File: config.mk
export PLATFORM = sky130hd
export DESIGN_NAME = scrubbed_data_memory
export DESIGN_NICKNAME = d
export VERILOG_FILES = /design/src/rtl/scrubbed_data_memory.sv
export SDC_FILE = /design/constraint.sdc
export NUM_CORES = 2
export LEC_CHECK = 0
export ABC_AREA = 1
export CORE_UTILIZATION = 55
export DETAILED_ROUTE_END_ITERATION = 8
export PLACE_DENSITY = 0.75
export SYNTH_ARGS = -nofsm -noshare
export SYNTH_HDL_FRONTEND = slang
export SYNTH_SLANG_ARGS = --single-unit
export TNS_END_PERCENT = 1
File: constraint.sdc
create_clock -name clock -period 2.7 [get_ports clock]
set_input_delay 0.405 -clock clock [delete_from_list [all_inputs] [get_ports clock]]
set_output_delay 0.405 -clock clock [all_outputs]
set_load 0.02 [all_outputs]
File: src/rtl/scrubbed_data_memory.sv
// Single-port byte-enable data memory with a registered read path, access-error
// detection and a clear sequencer that zeroes every word after reset.
module scrubbed_data_memory #(
   parameter int address_width = 6,
   parameter int word_width    = 32
) (
   input  logic                    clock,
   input  logic                    reset_n,
   input  logic                    request_valid,
   output logic                    request_ready,
   input  logic                    write_enable,
   input  logic [word_width/8-1:0] byte_enable,
   input  logic [31:0]             address,
   input  logic [word_width-1:0]   write_data,
   output logic [word_width-1:0]   read_data,
   output logic                    read_valid,
   output logic                    access_error,
   output logic                    clear_busy
);

   localparam int          offset_bits = $clog2(word_width / 8);
   localparam int          bytes       = word_width / 8;
   localparam int          depth       = 2 ** address_width;
   localparam int          top_bit     = offset_bits + address_width;
   localparam logic [31:0] offset_mask = 32'((1 << offset_bits) - 1);

   typedef enum logic {CLEAR, IDLE} state_t;

   state_t                   state_q, state_d;
   logic [address_width-1:0] clear_index_q, clear_index_d;
   logic                     request_ready_q, request_ready_d;
   logic                     clear_busy_q, clear_busy_d;
   logic                     read_valid_q, read_valid_d;
   logic                     access_error_q, access_error_d;
   logic [word_width-1:0]    read_data_q, read_data_d;

   logic [word_width-1:0]    mem [depth];
   logic [bytes-1:0]         mem_byte_we;
   logic [address_width-1:0] mem_addr;
   logic [word_width-1:0]    mem_wdata;

   logic [address_width-1:0] word_index;
   logic                     addr_error;
   logic                     accept;

   assign word_index = address[offset_bits +: address_width];
   // Misaligned when any byte-offset bit is set; out of range when any bit above the array is set.
   assign addr_error = ((address & offset_mask) != 32'd0) || ((address >> top_bit) != 32'd0);
   assign accept     = request_valid && request_ready_q;

   always_comb begin
      state_d        = state_q;
      clear_index_d  = clear_index_q;
      read_data_d    = read_data_q;
      read_valid_d   = 1'b0;
      access_error_d = 1'b0;
      mem_byte_we    = '0;
      mem_addr       = word_index;
      mem_wdata      = write_data;

      case (state_q)
         CLEAR: begin
            mem_byte_we   = '1;
            mem_addr      = clear_index_q;
            mem_wdata     = '0;
            clear_index_d = clear_index_q + address_width'(1);
            if (clear_index_q == '1) state_d = IDLE;
         end
         default: begin
            if (accept) begin
               if (addr_error) begin
                  access_error_d = 1'b1;
               end else if (write_enable) begin
                  mem_byte_we = byte_enable;
               end else begin
                  read_data_d  = mem[word_index];
                  read_valid_d = 1'b1;
               end
            end
         end
      endcase

      // A reset cycle must not disturb the array; the restarted clear rewrites it anyway.
      if (!reset_n) mem_byte_we = '0;

      request_ready_d = (state_d == IDLE);
      clear_busy_d    = (state_d == CLEAR);
   end

   // NOTE: sequential state uses non-blocking assignments so every flop samples pre-edge values.
   always_ff @(posedge clock) begin
      if (!reset_n) begin
         state_q         <= CLEAR;
         clear_index_q   <= '0;
         request_ready_q <= 1'b0;
         clear_busy_q    <= 1'b1;
         read_valid_q    <= 1'b0;
         access_error_q  <= 1'b0;
         read_data_q     <= '0;
      end else begin
         state_q         <= state_d;
         clear_index_q   <= clear_index_d;
         request_ready_q <= request_ready_d;
         clear_busy_q    <= clear_busy_d;
         read_valid_q    <= read_valid_d;
         access_error_q  <= access_error_d;
         read_data_q     <= read_data_d;
      end
   end

   // NOTE: the array has no reset term so it maps onto RAM; the clear sequencer zeroes it instead.
   always_ff @(posedge clock) begin
      for (int k = 0; k < bytes; k++) begin
         if (mem_byte_we[k]) mem[mem_addr][8*k +: 8] <= mem_wdata[8*k +: 8];
      end
   end

   assign request_ready = request_ready_q;
   assign clear_busy    = clear_busy_q;
   assign read_valid    = read_valid_q;
   assign access_error  = access_error_q;
   assign read_data     = read_data_q;

endmodule

==> results.py <==
metrics = {
    "global_route": {
        "antenna_found_initial": 21,
        "grt_pass1_vias": 57800,
        "grt_max_degree": 169,
        "grt.total_usage_pct": 31.6,
        "grt_overflow_total": 0,
        "grt_pass1_wl_um": 361000,
    },
    "routing": {
        "routed_wl_um": 248000,
        "drtIter0Drc": 9504,
        "vias_per_cell": 6.12,
        "drc": 0,
        "vias": 60300,
        "wire_per_inst_um": 25.2,
        "drt_pass1_iterations": 7,
        "ant_nets": 0,
    },
    "logic_synthesis": {
        "synthFlopType": "edfxtp_1",
        "synth_top_area_share_pct": 72.7,
        "yosysTopAreaCell": "edfxtp_1",
        "synth_nets": 7307,
        "ys_seq_area_share_pct": 73.7,
        "ys_top_cells_by_area": "edfxtp_1 73%, nand3_1 12%, nand2_1 10%, nor2_1 1.3%, buf_2 1.1%",
        "synth_cells": 7234,
        "ys_async_sr_fraction_pct": 0,
        "yosysWarningCount": 0,
        "ys_seq_elements": 2090,
        "netlist_area_mm2": 0.0846,
        "synth_edf_count": 2048,
        "synth_common_cells": "2254 x nand2_1, 2048 x edfxtp_1, 1963 x nand3_1",
        "synth_cell_types": 29,
        "synth_most_common_cell": "nand2_1",
        "syn_area_per_cell_um2": 11.7,
    },
    "place": {
        "io_buffers": 107,
        "place_inst": 9460,
        "dp.final_hpwl_um": 154000,
        "gp_congestion": 0.976,
        "postPlaceCellArea_mm2": 0.0916,
    },
    "sta": {
        "tightest_slew_ns": 0.994,
        "finalCritPeriodShare_pct": 97.1,
        "finalHoldViolCount": 0,
        "relSlewSlack_pct": 33.7,
        "slew_viol_final": 0,
        "rsz0062_at_grt": "no",
        "final.min_clock_period_ns": 2.62,
        "whs_ns": 0.233,
        "fin_skew_ns": 0.0314,
        "finalSetupViolations": 0,
        "max_freq_mhz": 381,
    },
    "floorplan": {
        "die_h_um": 394,
        "start_util_pct": 55.5,
        "io-pin-count": 108,
        "die_x_um": 394,
        "core_mm2": 0.152,
        "die_area_mm2": 0.155,
        "num_rows": 143,
    },
    "flow_run": {
        "max_cap_viol_count": 0,
    },
    "clocking": {
        "cts_tree": "built",
        "clkLatencyLatePin_ns": 0.84,
        "root_buffer": "clkbuf_16",
        "clk_path_buf_depth": 3,
        "post_cts_buffers": 0,
        "htreeDepth": 4,
        "clkSinkCount": 2090,
        "cts_buffers": 197,
        "clkSlewWorstSetupHoldPaths_ns": 0.07,
    },
    "final_layout": {
        "final_area_mm2": 0.0983,
        "final_cells": 9846,
        "nNetsFinal": 7702,
        "area.growth.synth_to_final_pct": 16.2,
        "drive_gt1_share_pct": 12.0,
    },
    "worst_setup_path": {
        "end_kind": "output pin",
        "r2r_end": "mem[16][10]$_DFFE_PP_",
        "worstReg2RegStart": "request_ready$_SDFF_PN0_",
        "cp.required_ns": 2.30,
        "cp_slowest_stage_delay_ns": 0.63,
        "reg2regPathDepth": 9,
        "crit_path_start_kind": "register",
        "crit_type": "register to output pin",
        "cp.arrival_ns": 2.22,
        "worstPathCellList": "buf_4 > clkdlybuf4s50_1",
        "cp_max_fo": 22,
        "crit_slowest_cell": "clkdlybuf4s50_1",
        "r2r_slack_ns": 0.23,
    },
    "pwr": {
        "p_leak_nw": 36.5,
        "p_per_area_mw_per_mm2": 678,
        "irDropWorstVdd_uv": 609,
        "power.total_mw": 66.7,
    },
    "run_status": {
        "status": "complete, no violations",
    },
    "hold_path": {
        "min_from": "reset_n",
        "min_to": "clear_index_q[2]$_SDFFE_PN0N_",
        "min_delay_path_depth": 4,
        "min-delay-path-class": "input port to register",
    },
}
-- stage by stage --
stage	utilization, %	setup TNS, ns	setup WS [ns]
CTS	64.5	0	0.0746
finish	64.5	0	0.0787
floorplan	-	0	0.225
global route	64.5	0	0.0447
global placement	60.2	-195.82	-0.186
detailed placement	60.2	-222.57	-0.257
-- state kept, by name, summed over array words and instances (netlist names) --
signal / cells
mem: 2048
clear_index_q: 6
read_data: 32
access_error: 1
clear_busy: 1
read_valid: 1
request_ready: 1
-- timing repair --
| item | CTS | global route |
|---|---|---|
| hold buffers | 0 | 0 |
| resized for setup | 1 | 2 |
| setup endpoints to repair | 1 | 24 |
-- power breakdown --
part           switching (mW)  total [mW]  internal (mW)
registers              0.0262        35.2           35.2
logic                    2.41        3.45           1.04
clock network            11.9        28.0           16.1
total                    14.4        66.7           52.3
-- layout by cell type, fill, tap and decap left out, types with 22 or more instances in the layout --
cell type | synthesis | layout
clkdlybuf4s50_1 | 0 | 100
o21ai_0 | 34 | 34
nand2_1 | 2254 | 2254
nor2_1 | 290 | 288
bufinv_16 | 0 | 22
clkbuf_16 | 0 | 202
dfxtp_1 | 42 | 41
clkinv_1 | 0 | 31
edfxtp_1 | 2048 | 2048
clkbuf_1 | 223 | 37
buf_12 | 0 | 96
nand3_1 | 1963 | 1963
buf_4 | 6 | 479
a21oi_1 | 34 | 34
inv_2 | 5 | 35
clkinv_2 | 0 | 30
-- worst max path at each step --
stage | from | endpoint | slack [ns]
5_1_grt | request_ready$_SDFF_PN0_ | request_ready | 0.04
3_5_place_dp | address[8] | mem[36][11]$_DFFE_PP_ | -0.26
6_report | request_ready$_SDFF_PN0_ | request_ready | 0.08
2_1_floorplan | request_ready$_SDFF_PN0_ | mem[0][10]$_DFFE_PP_ | 0.22
3_3_place_gp | address[8] | mem[60][16]$_DFFE_PP_ | -0.19
4_1_cts | request_ready$_SDFF_PN0_ | request_ready | 0.07
-- critical path: cells and delay by family, from the launching register on --
family   cells  cell delay, ns
buf+inv      2            0.86
flops        1            0.50
-- cells by family (layout without fill, tap and decap cells) --
logic type,count (synthesis),in the layout,synth area share (%)
AO/OA/AOI/OAI,77,77,0.478
other,0,19,0
flip-flops,2090,2090,73.7
buffers and inverters,538,1101,2.70
adder cells (fa/ha/maj),1,1,0.0148
AND/OR/NAND/NOR,4528,4528,23.1
-- area by class of cell --
| type | instances | area, µm² |
|---|---|---|
| Sequential cell | 2090 | 62300 |
| Fill cell | 10800 | 54000 |
| Multi-Input combinational cell | 4606 | 20000 |
| Timing Repair Buffer | 681 | 6590 |
| Clock buffer | 248 | 5320 |
| Tap cell | 2030 | 2540 |
| Clock inverter | 119 | 1260 |
| Inverter | 53 | 224 |
| Antenna cell | 19 | 47.5 |
-- per-layer routing --
| layer | track usage (%) | part of all wire (%) |
|---|---|---|
| met5 | 1.17 | 0.13 |
| met4 | 19.6 | 6.6 |
| met3 | 8.90 | 14 |
| met2 | 46.5 | 44 |
| met1 | 41.6 | 36 |
No activity file was read; power rests on OpenSTA's default activity.
